### config.mk
export PLATFORM = sky130hd
export DESIGN_NAME = mm_host_bridge
export DESIGN_NICKNAME = d
export VERILOG_FILES = /design/src/rtl/mm_bridge_pkg.sv /design/src/rtl/mm_host_bridge_frame_timeout.sv /design/src/rtl/mm_host_bridge.sv
export SDC_FILE = /design/constraint.sdc
export NUM_CORES = 1
export LEC_CHECK = 0
export ABC_AREA = 1
export ABC_CLOCK_PERIOD_IN_PS = 1810
export CAP_MARGIN = 20
export CORE_ASPECT_RATIO = 0.75
export CORE_UTILIZATION = 40
export DETAILED_ROUTE_END_ITERATION = 12
export PLACE_DENSITY_LB_ADDON = 0.25
export SLEW_MARGIN = 0
export SYNTH_ARGS = -nofsm -noshare
export SYNTH_HDL_FRONTEND = slang
export SYNTH_SLANG_ARGS = --single-unit
### constraint.sdc
create_clock -name clk -period 1.81 [get_ports clk]
set_clock_uncertainty 0.15 [all_clocks]
set_input_delay 0.362 -clock clk [delete_from_list [all_inputs] [get_ports clk]]
set_output_delay 0.362 -clock clk [all_outputs]
set_load 0.02 [all_outputs]
### src/rtl/mm_bridge_pkg.sv
// Shared constants, FSM state encoding and byte-select helper for the
// memory-mapped host bridge.
package mm_bridge_pkg;

    localparam logic [7:0] OP_WRITE = 8'h57;
    localparam logic [7:0] OP_READ  = 8'h52;
    localparam logic [7:0] RSP_ACK  = 8'h4B;
    localparam logic [7:0] RSP_ERR  = 8'h45;

    typedef enum logic [2:0] {
        ST_IDLE,
        ST_GET_ADDR,
        ST_GET_DATA,
        ST_WR_STROBE,
        ST_RD_STROBE,
        ST_RD_WAIT,
        ST_SEND
    } state_t;

    // Byte idx of a word, idx 0 being the most significant byte.
    function automatic logic [7:0] word_byte(input logic [31:0] w, input logic [1:0] idx);
        case (idx)
            2'd0:    word_byte = w[31:24];
            2'd1:    word_byte = w[23:16];
            2'd2:    word_byte = w[15:8];
            default: word_byte = w[7:0];
        endcase
    endfunction

endpackage

### src/rtl/mm_host_bridge_frame_timeout.sv
// Inter-byte idle counter: counts cycles while run is high, restarts on clear,
// and pulses expired on the cycle that completes TIMEOUT_CYCLES idle cycles.
module frame_timeout #(
    parameter int TIMEOUT_CYCLES = 1000
) (
    input  logic clk,
    input  logic rst,
    input  logic run,
    input  logic clear,
    output logic expired
);

    localparam int CW = $clog2(TIMEOUT_CYCLES + 1);

    logic [CW-1:0] count;

    assign expired = run && !clear && (count == CW'(TIMEOUT_CYCLES - 1));

    always_ff @(posedge clk) begin
        if (rst || clear || !run || expired)
            count <= '0;
        else
            count <= count + 1'b1;
    end

endmodule

### src/rtl/mm_host_bridge.sv
// Byte-stream to memory-mapped register bridge: decodes write/read frames,
// issues single-cycle strobes and streams back an ack, error or read word.
module mm_host_bridge
    import mm_bridge_pkg::*;
#(
    parameter int READ_LATENCY   = 2,
    parameter int TIMEOUT_CYCLES = 1000
) (
    input  logic        clk,
    input  logic        rst,
    input  logic [7:0]  rx_data,
    input  logic        rx_valid,
    output logic        rx_ready,
    output logic [7:0]  tx_data,
    output logic        tx_valid,
    input  logic        tx_ready,
    output logic        mm_write_en,
    output logic        mm_read_en,
    output logic [7:0]  mm_addr,
    output logic [31:0] mm_wdata,
    input  logic [31:0] mm_rdata,
    output logic        busy
);

    localparam int LW = $clog2(READ_LATENCY + 1);

    state_t        state, state_nxt;
    logic          rx_fire, tx_fire;
    logic          op_read;
    logic [7:0]    addr_sh;
    logic [23:0]   wdata_sh;
    logic [1:0]    byte_cnt;
    logic [1:0]    tx_idx, tx_last;
    logic [31:0]   rsp_word;
    logic [LW-1:0] lat_cnt;
    logic          lat_done;
    logic          expired;
    logic          in_frame;

    assign in_frame    = (state == ST_GET_ADDR) || (state == ST_GET_DATA);
    assign rx_ready    = !rst && ((state == ST_IDLE) || in_frame);
    assign rx_fire     = rx_valid && rx_ready;
    assign tx_fire     = tx_valid && tx_ready;
    assign mm_write_en = (state == ST_WR_STROBE);
    assign mm_read_en  = (state == ST_RD_STROBE);
    assign busy        = (state != ST_IDLE);
    assign lat_done    = (state == ST_RD_WAIT) && (lat_cnt == LW'(READ_LATENCY - 1));

    frame_timeout #(
        .TIMEOUT_CYCLES(TIMEOUT_CYCLES)
    ) u_timeout (
        .clk    (clk),
        .rst    (rst),
        .run    (in_frame),
        .clear  (rx_fire),
        .expired(expired)
    );

    always_ff @(posedge clk) begin
        if (rst)
            state <= ST_IDLE;
        else
            state <= state_nxt;
    end

    always_comb begin
        state_nxt = state;
        case (state)
            ST_IDLE:
                if (rx_fire)
                    state_nxt = (rx_data == OP_WRITE || rx_data == OP_READ) ? ST_GET_ADDR : ST_SEND;
            ST_GET_ADDR:
                if (rx_fire)
                    state_nxt = op_read ? ST_RD_STROBE : ST_GET_DATA;
                else if (expired)
                    state_nxt = ST_SEND;
            ST_GET_DATA:
                if (rx_fire && byte_cnt == 2'd3)
                    state_nxt = ST_WR_STROBE;
                else if (expired)
                    state_nxt = ST_SEND;
            ST_WR_STROBE: state_nxt = ST_SEND;
            ST_RD_STROBE: state_nxt = ST_RD_WAIT;
            ST_RD_WAIT:
                if (lat_done)
                    state_nxt = ST_SEND;
            ST_SEND:
                if (tx_fire && tx_idx == tx_last)
                    state_nxt = ST_IDLE;
            default: state_nxt = ST_IDLE;
        endcase
    end

    // Frame assembly happens in shadow registers so an aborted frame never
    // disturbs the bus-visible address and data.
    always_ff @(posedge clk) begin
        if (rst) begin
            op_read  <= 1'b0;
            addr_sh  <= '0;
            wdata_sh <= '0;
            byte_cnt <= '0;
            mm_addr  <= '0;
            mm_wdata <= '0;
            lat_cnt  <= '0;
            rsp_word <= '0;
            tx_data  <= '0;
            tx_valid <= 1'b0;
            tx_idx   <= '0;
            tx_last  <= '0;
        end else begin
            case (state)
                ST_IDLE:
                    if (rx_fire) begin
                        op_read <= (rx_data == OP_READ);
                        if (rx_data != OP_WRITE && rx_data != OP_READ) begin
                            tx_data  <= RSP_ERR;
                            tx_valid <= 1'b1;
                            tx_idx   <= '0;
                            tx_last  <= '0;
                        end
                    end
                ST_GET_ADDR:
                    if (rx_fire) begin
                        addr_sh  <= rx_data;
                        byte_cnt <= '0;
                        if (op_read)
                            mm_addr <= rx_data;
                    end else if (expired) begin
                        tx_data  <= RSP_ERR;
                        tx_valid <= 1'b1;
                        tx_idx   <= '0;
                        tx_last  <= '0;
                    end
                ST_GET_DATA:
                    if (rx_fire) begin
                        wdata_sh <= {wdata_sh[15:0], rx_data};
                        byte_cnt <= byte_cnt + 2'd1;
                        if (byte_cnt == 2'd3) begin
                            mm_wdata <= {wdata_sh, rx_data};
                            mm_addr  <= addr_sh;
                        end
                    end else if (expired) begin
                        tx_data  <= RSP_ERR;
                        tx_valid <= 1'b1;
                        tx_idx   <= '0;
                        tx_last  <= '0;
                    end
                ST_WR_STROBE: begin
                    tx_data  <= RSP_ACK;
                    tx_valid <= 1'b1;
                    tx_idx   <= '0;
                    tx_last  <= '0;
                end
                ST_RD_STROBE: lat_cnt <= '0;
                ST_RD_WAIT:
                    if (lat_done) begin
                        rsp_word <= mm_rdata;
                        tx_data  <= mm_rdata[31:24];
                        tx_valid <= 1'b1;
                        tx_idx   <= '0;
                        tx_last  <= 2'd3;
                    end else begin
                        lat_cnt <= lat_cnt + 1'b1;
                    end
                ST_SEND:
                    if (tx_fire) begin
                        if (tx_idx == tx_last) begin
                            tx_valid <= 1'b0;
                        end else begin
                            tx_idx  <= tx_idx + 2'd1;
                            tx_data <= word_byte(rsp_word, tx_idx + 2'd1);
                        end
                    end
                default: ;
            endcase
        end
    end

endmodule

# Word-level counts from Yosys, hierarchy flattened
# Cells that the tools add are included.
# Widths: inputs -> output; s select.
dict set report word_totals {
  reg_bits 135
  inputBits 44
  out_inout_bits 53
  word_cells 132
}
dict set report classes {
  n_addsub 4
  eq_ne 30
  n_mux 46
  n_reduce_logical 38
}
# cell count
set ops {}
lappend ops {{$mux 8} 11}
lappend ops {{$pmux 8 s5} 1}
lappend ops {{$mux 3} 8}
lappend ops {{$pmux 8 s3} 1}
lappend ops {{$mux 2} 11}
lappend ops {{$ne 2x2->1 const B} 11}
lappend ops {{$pmux 3 s7} 1}
lappend ops {{$eq 8x7->1 const B} 2}
lappend ops {{$ne 8x7->1 const B} 2}
lappend ops {{$pmux 8 s2} 1}
lappend ops {{$reduce_and 8->1} 2}
lappend ops {{$add 10x1->10 const B} 1}
lappend ops {{$eq 10x10->1 const B} 1}
lappend ops {{$pmux 2 s5} 1}
lappend ops {{$reduce_and 2->1} 5}
lappend ops {{$eq 3x3->1 const B} 3}
lappend ops {{$logic_and 1x1->1} 9}
lappend ops {{$reduce_and 3->1} 3}
lappend ops {{$pmux 2 s2} 2}
lappend ops {{$pmux 2 s4} 1}
lappend ops {{$mux 1} 7}
lappend ops {{$add 2x1->2 const B} 3}
lappend ops {{$eq 3x2->1 const B} 2}
lappend ops {{$logic_or 1x1->1} 6}
lappend ops {{other kinds (16)} 23}

# Depth between registers and ports, before layout
# Gate-level depths: netlist of the first run.
dict set report depth {
  ltp_word 11
  mapped_depth 13
  ltp_nobuf 13
}

# Modules after synthesis
# Synthesis of the first run repeated with hierarchy kept, for this count alone.
dict set report unflattened {
  cells_unflattened 804
  hier_area_um2 5745.5
}
# module n_inst cells_per_inst area_per_inst_um2 seq_area_each_um2
set modules_own_cells {}
lappend modules_own_cells {mm_host_bridge 1 743 5275.1 2482.4}
lappend modules_own_cells {frame_timeout 1 61 470.5 200.2}

# Least setup slack after synthesis of the first run
# No wires, ideal clock.
dict set report synth_timing {
  kind {register -> register}
  from {reg state[2]}
  to {reg tx_data[4]}
  setup_ps 113
  arrival_time_ps 1507
  required_ps 1547
  path_slack_ps 40
  stages_incl_launch_ff 14
  n_path_buf 1
  period_less_slack_ps 1770
  cell_sequence {dfxtp_1 > inv_2 > nand3_1 > nand2_1 > nand2_1 > inv_1 > nand2_1 > nand2_1 > nand3_2 > nor2_4 > buf_6 > nand2_1 > nand2_1 > nor2_1}
}
dict set report synth_between {
  elab_chain_cells 10
  elab_cells_between_ends 25
  classes_between {12 x eq/ne; 1 x mux; 12 x reduce/logical}
}
# element line_no
set synth_rtl {}
lappend synth_rtl {{start, declared} mm_host_bridge.sv:27} ;# state_t state, state_nxt;
lappend synth_rtl {{start signal, assigned} mm_host_bridge.sv:63} ;# state <= state_nxt;
lappend synth_rtl {{$eq 3x1->1 or $eq 3x2->1 (tied branches)} {mm_host_bridge.sv:40, mm_host_bridge.sv:111}}
lappend synth_rtl {{$logic_or 1x1->1} mm_host_bridge.sv:40} ;# assign in_frame = (state == ST_GET_ADDR) || (state == ST_GET_DATA);
lappend synth_rtl {{$logic_or 1x1->1} mm_host_bridge.sv:41} ;# assign rx_ready = !rst && ((state == ST_IDLE) || in_frame);
lappend synth_rtl {{$logic_and 1x1->1} mm_host_bridge.sv:41}
lappend synth_rtl {{$logic_and 1x1->1} mm_host_bridge.sv:42} ;# assign rx_fire = rx_valid && rx_ready;
lappend synth_rtl {{$logic_not 1->1} mm_host_bridge_frame_timeout.sv:17} ;# assign expired = run && !clear && (count == CW'(TIMEOUT_CYCLES - 1));
lappend synth_rtl {{$logic_and 1x1->1 (2 in series)} mm_host_bridge_frame_timeout.sv:17}
lappend synth_rtl {{$ne 2x1->1 (no line)} --}
lappend synth_rtl {{$reduce_and 8->1 (no line)} --}
lappend synth_rtl {{end signal, assigned} mm_host_bridge.sv:158} ;# tx_data <= mm_rdata[31:24];
lappend synth_rtl {{end signal, assigned} mm_host_bridge.sv:171} ;# tx_data <= word_byte(rsp_word, tx_idx + 2'd1);
lappend synth_rtl {{end, declared} mm_host_bridge.sv:14} ;# output logic [7:0] tx_data,
# Parallel ways exist; a longest one is shown, timed or not.
# A chain may end at the register's enable or synchronous reset.

# Final worst setup path of the first run
dict set report layout_timing {
  from {reg state[0]}
  to {reg tx_data[6]}
}
# Same word-level chain as after synthesis.

==> run summary, run 1 <==
The average instance in the mapped netlist occupies about 7.5 µm². The length of routed met3 wiring is between 1 and 1.5 mm. The worst setup path is captured at a flop. The reported leakage power is approximately 3.5 nW. The number of enable flip-flop cells after synthesis is 0. The die width came out at roughly 140 µm. The flip-flop and latch count after synthesis is between 100 and 150.

The post-route antenna net violation count is 0. In this run the worst setup path begins at state[0]. The reported max-cap violation count came out at 0. The number of design rule violations left after detail routing came out at 7. The internal power contribution is a little under 0.007 W. The number of antenna violations at the first check in global routing came out at 0. The min-delay analysis places its worst path in the category reg -> reg. The final weighted congestion of routability-driven global placement is 0.879. In this run the cell area of the synthesized design comes to roughly 5600 µm². Summed over all nets, the switching power comes to approximately 0.0038 W. The dominant register cell in the synthesized netlist is sky130_fd_sc_hd__dfxtp_1. The largest buffer count on any clock path is 2. For this run, the top clock speed supported by timing is 0.528 GHz. The pin count of the biggest net entering global routing came out at 58. The worst pin sits at a relative slew slack of 53.0%. The core box area is ~14000 µm². The worst path setup slack after routing came out at -0.0854 ns. The startpoint of the tightest hold check path is mm_wdata[29]. The met1 wire length came out at between 7 and 8 mm. The final max-slew violation count was 0.

The part of the total power dissipated in sequential elements is about a third. The average via count per standard cell came out at between 5 and 6. For the worst setup path, the data arrival time is 2.09 ns. The detail-routed net length per standard cell came out at between 15 and 20 µm. In this run the clock root is driven by a sky130_fd_sc_hd__clkbuf_16.

The number of cells on the worst hold path came out at 2. The number of H-tree levels came out at 4. The proportion of register bits with asynchronous set or reset after synthesis is 0%. The clock reaches the later pin of the worst-skew pair after about 0.42 ns. In this run, the combinational gates consume between 30% and 40% of the power. Sequential elements use 47.8% of the synthesized area. TritonCTS built the clock tree. The number of fillers in the final layout came out at ~1100.

The post-synthesis to final-layout area growth came out at 49.9%. The number of synthesis warnings came out at 0. Timing analysis after detailed placement gives a worst setup slack of -0.467 ns.

Cells with a size suffix above 1 make up about a quarter of the layout. STA classifies the critical path startpoint as a flop. The overall power consumption is about 0.011 W.

Global routing used around 22% of the available tracks across all layers. The checks that failed: design-rule violations, negative setup slack. The top layer reached by signal wires is met4. The power density over the cells is approximately 1300 nW/µm². The clock drives between 100 and 150 sinks. The routed design has about 17 mm of wire. The setup violation total in the final timing report is 24.

The length in cells of the worst reg-to-reg path came out at 12. The number of CTS-inserted buffers came out at 17. The count of placed standard cells in the final layout, fillers left out is 1093. The number of top-level pins is 97. In this run the worst path has a maximum fanout of 5. Clock-pin slew was measured on the worst setup and hold paths at 0.06 ns. The count of different cell masters after synthesis is 34. The standard-cell row count is 37. The total instance count after detailed placement came out at between 1000 and 1500.

The initial core utilization is between 40% and 50%. The clock share of power came out at between 30 and 40%. The half-perimeter wire length after detailed placement came out at about 11 mm. The global-route wire length before repair is between 20 and 30 mm. The y dimension of the die is 105 µm. The first detailed-routing pass took 9 iterations. The total overflow reported by the global router is 0.

The final net count is between 900 and 1000. During placement, the flow inserted port buffers numbering 96. In this run the critical register-to-register path is launched from state[0]. The floorplan step defined a die boundary enclosing approximately 15000 µm².

The post-synthesis cell count came out at approximately 750. The final cell utilization of the core is 61.4%. The worst voltage drop across the vdd grid is 0.812 mV.

The via count came out at 5815. The number of DRC markers in iteration 0 came out at ~530. The net count of the mapped netlist came out at between 700 and 800. The flow ran to the end, but the final reports show violations. Net switching is a little over a third of the power.

The measured slew at the worst slew-check pin came out at 0.704 ns. Setup repair after global routing could not meet its margin everywhere. The worst setup path is of the reg -> reg kind.

The data required time at the worst endpoint came out at ~2.0 ns. Wire segments on met2 add up to roughly 8 mm in the final route. The number of diodes is 0. The hold violation count in the final report came out at 0.

The number of global-route vias before repair came to between 5000 and 6000. The shortest period the worst path allows is approximately 1.9 ns. Dividing the final minimum period by the clock period gives 105%.
==> power groups by stage <==
stage | Clock [W] | Combinational [W] | Sequential, W
2_1_floorplan | 0 | 0.00167 | 0.00349
3_3_place_gp | 0 | 0.00283 | 0.00340
3_5_place_dp | 0 | 0.00294 | 0.00340
4_1_cts | 0.00354 | 0.00337 | 0.00338
5_1_grt | 0.00369 | 0.00413 | 0.00342
6_report | 0.00351 | 0.00385 | 0.00340
==> cell usage in the layout, fill, tap and decap left out, drive strengths merged, types with 37 or more instances in the layout <==
cell type | synthesis | final
nor2 | 110 | 111
a21oi | 88 | 88
inv | 72 | 76
clkdlybuf4s50 | 0 | 42
nand2 | 111 | 111
buf | 16 | 89
o21ai | 68 | 68
nand3 | 37 | 37
dlygate4sd2 | 0 | 49
dfxtp | 134 | 134
==> per-layer routing <==
metal | vias to the layer above | track usage (%)
met1 | 2793 | 28.5
met5 | - | 0
met2 | 185 | 34.7
met4 | 0 | 8.57
met3 | 28 | 5.45
li1 | 2809 | -
==> worst paths after layout <==
check             slack (ns)            to
setup / recovery       -0.09    tx_data[6]
hold / removal          0.31  mm_wdata[29]
setup reg to reg       -0.09    tx_data[6]
hold reg to reg         0.31  mm_wdata[29]
==> cells by family (layout without fill, tap and decap cells) <==
kind of cell,count (synthesis),after routing,synth area share [%]
AND/OR/NAND/NOR,282,283,21.6
AO/OA/AOI/OAI,203,203,20.0
flip-flops,134,134,47.8
buffers and inverters,117,288,8.64
adder cells (fa/ha/maj),7,7,1.56
XOR/XNOR,3,3,0.468
==> registers in the layout, indices dropped and copies added (netlist names) <==
signal and count:
lat_cnt 2, mm_addr 8, byte_cnt 2, tx_last 1
tx_valid 1, tx_idx 2, u_timeout.count 10, tx_data 8
rsp_word 32, wdata_sh 24, op_read 1, addr_sh 8
mm_wdata 32, state 3
==> what timing repair did <==
action                     4_1_cts  5_1_grt
resized for setup              125       87
cloned                           2        5
buffers inserted                 7       12
pin swaps                       17       26
hold buffers                     0        0
setup endpoints to repair       99       77
==> stage by stage <==
| stage | instance area [µm²] | setup TNS (ns) | hold slack [ns] |
|---|---|---|---|
| after detailed placement | 7120 | -25.14 | 0.300 |
| after floorplan | 5620 | 0 | 0.268 |
| after global placement | 7120 | -20.68 | 0.289 |
| after CTS | 7920 | -0.269 | 0.294 |
| after global routing | 8420 | -4.89 | 0.327 |
| final | 8420 | -0.864 | 0.314 |
==> synth_stat cells, types with 4 or more instances <==
library cell,count,share of area [%]
sky130_fd_sc_hd__nand4_1,11,1.2
sky130_fd_sc_hd__nand3_1,36,3.2
sky130_fd_sc_hd__nor2_1,103,6.9
sky130_fd_sc_hd__dfxtp_1,134,48
sky130_fd_sc_hd__buf_2,10,0.89
sky130_fd_sc_hd__a31oi_1,11,1.2
sky130_fd_sc_hd__o21ai_0,68,6.1
sky130_fd_sc_hd__inv_2,9,0.60
sky130_fd_sc_hd__inv_1,63,4.2
sky130_fd_sc_hd__nor3_1,6,0.53
sky130_fd_sc_hd__o211ai_1,4,0.53
sky130_fd_sc_hd__nor2_2,5,0.56
sky130_fd_sc_hd__nand2_1,108,7.2
sky130_fd_sc_hd__ha_1,7,1.6
sky130_fd_sc_hd__clkbuf_1,29,1.9
sky130_fd_sc_hd__buf_6,4,0.80
sky130_fd_sc_hd__a21oi_1,88,7.8
sky130_fd_sc_hd__a211oi_1,25,3.3
==> worst max-delay path, stage by stage (launching register included) <==
cell and delay, ns:
sky130_fd_sc_hd__dfxtp_4 0.41, sky130_fd_sc_hd__buf_6 0.13, sky130_fd_sc_hd__nand3_2 0.11, sky130_fd_sc_hd__nand2_4 0.12
sky130_fd_sc_hd__nand2_1 0.06, sky130_fd_sc_hd__inv_1 0.07, sky130_fd_sc_hd__nand2_2 0.06, sky130_fd_sc_hd__nand2_2 0.09
sky130_fd_sc_hd__nand3_4 0.12, sky130_fd_sc_hd__nor2_4 0.24, sky130_fd_sc_hd__buf_6 0.15, sky130_fd_sc_hd__nor2_2 0.03
sky130_fd_sc_hd__nor2_1 0.09
==> cell type report <==
type / count / area, µm² / area share (%)
multi-input combinational: 496 / 2830 / 33.6
sequential: 134 / 2700 / 32.0
timing repair buffer: 184 / 1780 / 21.2
clock buffer: 20 / 457 / 5.42
inverter: 72 / 293 / 3.48
tap: 175 / 219 / 2.60
clock inverter: 12 / 143 / 1.69
Note: power is estimated with default switching activity, not from simulation.
==> run 2: changes to the inputs <==
- ABC_AREA: 1 -> unset
==> run 2 against run 1 <==
Compared with the run above:
- the flow finishes with violations (negative setup slack)
- register-to-register slack got worse by 0.18 ns
- worst hold slack got worse by 0.21 ns
- non-clock buffer count grew 20
- final cell count is 0.64% lower
- via count rose by 0.40%
- clock power rose by 14%
- sequential power fell by 6.5%
- first-iteration DRC count is 2.3% higher
- critical path depth decreased by 6
- die area rose by 1.5%
- worst setup slack got worse by 0.18 ns
- sequential share of layout area decreased by 0.66 points
==> run summary, run 2 <==
The worst path setup slack after routing is -0.263 ns (-0.177 ns). The reported leakage power is 3.37 nW (-3.6%). The worst min-delay path class is in -> reg. TritonCTS built the clock tree. The most common library cell in the layout ignoring fill and taps is sky130_fd_sc_hd__nand2_1.

The critical-path maximum fanout came out at 7 (+2). The run finished, with violations left. The die width is 140 µm (+0.76%).

The detail-routed net length per standard cell is 16.5 µm (+5.7%). The clock sink total is 134 (unchanged). The length in cells of the worst reg-to-reg path is 6 (-6).

Tracing the worst setup path back leads to its startpoint at state[1]. The number of DRC markers in iteration 0 is 540 (+2.3%). The fraction of met3 tracks used by global routing is 5.36% (-0.093 points).

The standard-cell row count came to 37 (unchanged). The final routed wirelength across all metal layers came out at 17.9 mm (+5.0%). From synthesis to final layout, the design area changed by 50.8%. The worst voltage drop across the vdd grid is 0.901 mV (+11%). In this run the critical register-to-register path is captured at tx_idx[1]. The via count is 5838 (+0.40%). The count of input and output buffers was 96 (unchanged). The number of antenna violations at the first check in global routing is 0 (unchanged).

Walking the worst path, the cells encountered are or3_4, nand4b_1, o31ai_2, or3_4, buf_4, mux2i_1. The number of H-tree levels is 4 (unchanged). The total routing resource utilization after global routing came out at 23.9% (+2.0 points). The measured slew at the worst slew-check pin came to 0.599 ns (-0.106 ns).

The final setup TNS came to -2.64 ns (-1.78 ns). sky130_fd_sc_hd__dfxtp_1 takes more of the synthesized area than any other cell. The final max-slew violation count is 0 (unchanged).

The core box area is 13800 µm² (+0.68%). The post-placement cell area came to 7500 µm² (+5.3%). The number of cells on the worst hold path was 2 (unchanged). The count of different cell masters after synthesis came out at 54 (+59%). The critical path arrival is 2.25 ns (+0.16 ns). The post-route cell area is 8600 µm² (+2.2%). The net count of the mapped netlist is 777 (-2.5%).

The count of placed standard cells in the final layout, fillers left out came out at 1086 (-0.64%). The cell with the largest stage delay on the worst path is sky130_fd_sc_hd__or3_4. The total overflow reported by the global router is 0 (unchanged). The number of fillers in the final layout is 1118 (-1.2%). The pin count of the biggest net entering global routing came out at 59 (+1.7%).

The clock-pin slew of the registers on the worst-case setup and hold paths came out at 0.06 ns (about the same). The met1 usage is 32.5% (+3.9 points). The data required time at the worst endpoint is 1.99 ns (-0.02 ns). The power density over the cells came out at 1150 nW/µm² (-9.7%). The share of the clock period used by the worst path after layout is 115% (+9.8 points). The worst hold path terminates at state[1]. In this design, the largest share of critical-path delay is due to simple AND/OR/NAND/NOR gates. The buffering stage count on the worst path with inverters included is 1 (-2). The minimum setup slack among reg-to-reg paths is -0.26 ns (-0.18 ns). In the post-synthesis netlist, the biggest area contributors are sky130_fd_sc_hd__dfxtp_1 47%, sky130_fd_sc_hd__nand2_1 14%, sky130_fd_sc_hd__a21oi_1 10%.

In this run the most critical hold path is launched from rst. The hold violation count in the final report came out at 0 (unchanged). The relative slew slack is 60.1% (+7.1 points). The final weighted congestion of routability-driven global placement is 0.904 (+2.8%). The library cells used most frequently in the layout, excluding fill and tap cells, are 213 x sky130_fd_sc_hd__nand2_1, 124 x sky130_fd_sc_hd__dfxtp_1, 115 x sky130_fd_sc_hd__a21oi_1. The number of top-level pins is 97 (unchanged).

The number of enable flip-flop cells after synthesis was 0 (unchanged). The final reports fail on negative setup slack. The number of design rule violations left after detail routing is 0 (-7). The area of the die came out at 14700 µm² (+1.5%). The flip-flop and latch count after synthesis came out at 134 (unchanged). The netlist area before placement was 5700 µm² (+1.6%). STA classifies the critical path startpoint as a flop. The number of diodes came out at 0 (unchanged).

By count the netlist is led by 215 x sky130_fd_sc_hd__nand2_1, 134 x sky130_fd_sc_hd__dfxtp_1, 119 x sky130_fd_sc_hd__a21oi_1. The y dimension of the die is 105 µm (+0.76%). The final net count came out at 950 (-0.63%). The shortest period the worst path allows is 2.07 ns (+0.177 ns).

The number of CTS-inserted buffers is 17 (unchanged). The clock tree root driver cell is sky130_fd_sc_hd__clkbuf_16. The most numerous cell type found on the critical path is sky130_fd_sc_hd__or3_4.

Setup repair after global routing could not meet its margin everywhere. STA classifies the critical path endpoint as a flop. The post-route antenna net violation count is 0 (unchanged).

The initial core utilization came to 41.3% (+0.36 points). The source-to-sink clock delay at the later pin of the worst-skew pair is 0.42 ns (about the same). The final cell utilization of the core is 62.4% (+0.93 points). The number of synthesis warnings came out at 0 (unchanged).

The largest buffer count on any clock path is 2 (unchanged). The top-area cell type share of the netlist area came out at 47.0% (-0.73 points). The setup path with the least slack is of type reg -> reg. The maximum achievable frequency is 0.482 GHz (-8.6%). The total instance count after detailed placement was 1039 (+0.29%). The global-route wire length before repair was 27.5 mm (+8.5%). The quantity of hold-fixing buffers added after cts came out at 0 (unchanged). The startpoint of the lowest-slack register-to-register path is state[1]. The average via count per standard cell is 5.38 (+1.0%). The number of global-route vias before repair is 5566 (+6.3%). The layout cell share with drive strength beyond 1 came to 23.3% (-1.7 points). The reported max-cap violation count came out at 0 (unchanged). In the synthesized netlist the dominant register cell turns out to be sky130_fd_sc_hd__dfxtp_1. The synthesized area per cell is 7.86 µm² (+4.4%). The largest incremental delay on the critical path is 0.41 ns (about the same). The first-pass iteration count of the detailed router came out at 5 (-4).

The proportion of register bits with asynchronous set or reset after synthesis came out at 0% (unchanged). The post-synthesis sequential area ratio came out at 47.0% (-0.73 points). By instance count, the leading cell after synthesis is sky130_fd_sc_hd__nand2_1. The global-route track usage on met2 came out at 36.7% (+1.9 points).

met2 is the most crowded layer. The setup violation total in the final timing report came out at 16 (-33%). The half-perimeter wire length after detailed placement is 12.1 mm (+11%). The post-synthesis cell count came to 726 (-2.7%). The largest registers in the layout are mm_wdata: 32 flops, rsp_word: 32 flops, wdata_sh: 24 flops.
run 2: layout make-up:
class | count | area (µm²) | share of cell area, %
clock buffers | 20 | 467 | 5.42
clock inverters | 11 | 219 | 2.54
inverters | 17 | 66.3 | 0.771
multi-input cells | 525 | 3030 | 35.2
flip-flops and latches | 134 | 2700 | 31.4
well taps | 175 | 219 | 2.54
repair buffers | 204 | 1900 | 22.1
run 2: worst max-delay path by stage:
stage / end / slack (ns) / cells past startpoint
after global routing: tx_idx[1] / -0.34 / 6
after detailed placement: tx_data[7] / -0.73 / 7
after CTS: tx_data[7] / -0.22 / 5
after global placement: tx_data[0] / -0.70 / 8
final: tx_idx[1] / -0.26 / 6
after floorplan: tx_data[0] / -0.29 / 7
run 2: where the power goes:
group          leakage (nW)  switching, W  total (W)  internal [W]
Clock                 0.333       0.00130    0.00399       0.00269
Combinational          1.95       0.00138    0.00277       0.00138
Sequential             1.09      0.000112    0.00318       0.00306
run 2: timing repair:
action / 4_1_cts / 5_1_grt
setup endpoints to repair: 164 / 89
gates cloned: 0 / 4
pin swaps: 5 / 15
setup buffers: 8 / 7
resized for setup: 96 / 58
run 2: per-stage QoR:
| stage | total power, W | worst slack (ns) | hold WS, ns |
|---|---|---|---|
| CTS | 0.00942 | -0.217 | 0.0919 |
| finish | 0.00993 | -0.263 | 0.108 |
| global route | 0.0103 | -0.340 | 0.101 |
| global placement | 0.00530 | -0.705 | 0.292 |
| detailed placement | 0.00535 | -0.735 | 0.298 |
| floorplan | 0.00428 | -0.288 | 0.282 |
run 2: kinds of logic after synthesis:
kind of cell             Yosys count  synth area share [%]
adder cells (fa/ha/maj)            7                  1.54
multiplexers                       9                  2.13
AND/OR/NAND/NOR                  318                  24.6
AO/OA/AOI/OAI                    181                  18.5
XOR/XNOR                          10                  1.54
flip-flops                       134                  47.0
buffers and inverters             67                  4.67
run 2: worst register-to-register path, stage by stage (launching register included):
cell and delay (ns):
sky130_fd_sc_hd__dfxtp_4 0.38, sky130_fd_sc_hd__or3_4 0.41, sky130_fd_sc_hd__nand4b_1 0.27, sky130_fd_sc_hd__o31ai_2 0.14, sky130_fd_sc_hd__or3_4 0.26, sky130_fd_sc_hd__buf_4 0.16
sky130_fd_sc_hd__mux2i_1 0.22
run 2: per-layer routing:
metal  wire, µm  vias up
li1           -     2804
met5          0        -
met2       8280      201
met4        323        0
met1       8110     2808
met3       1210       25
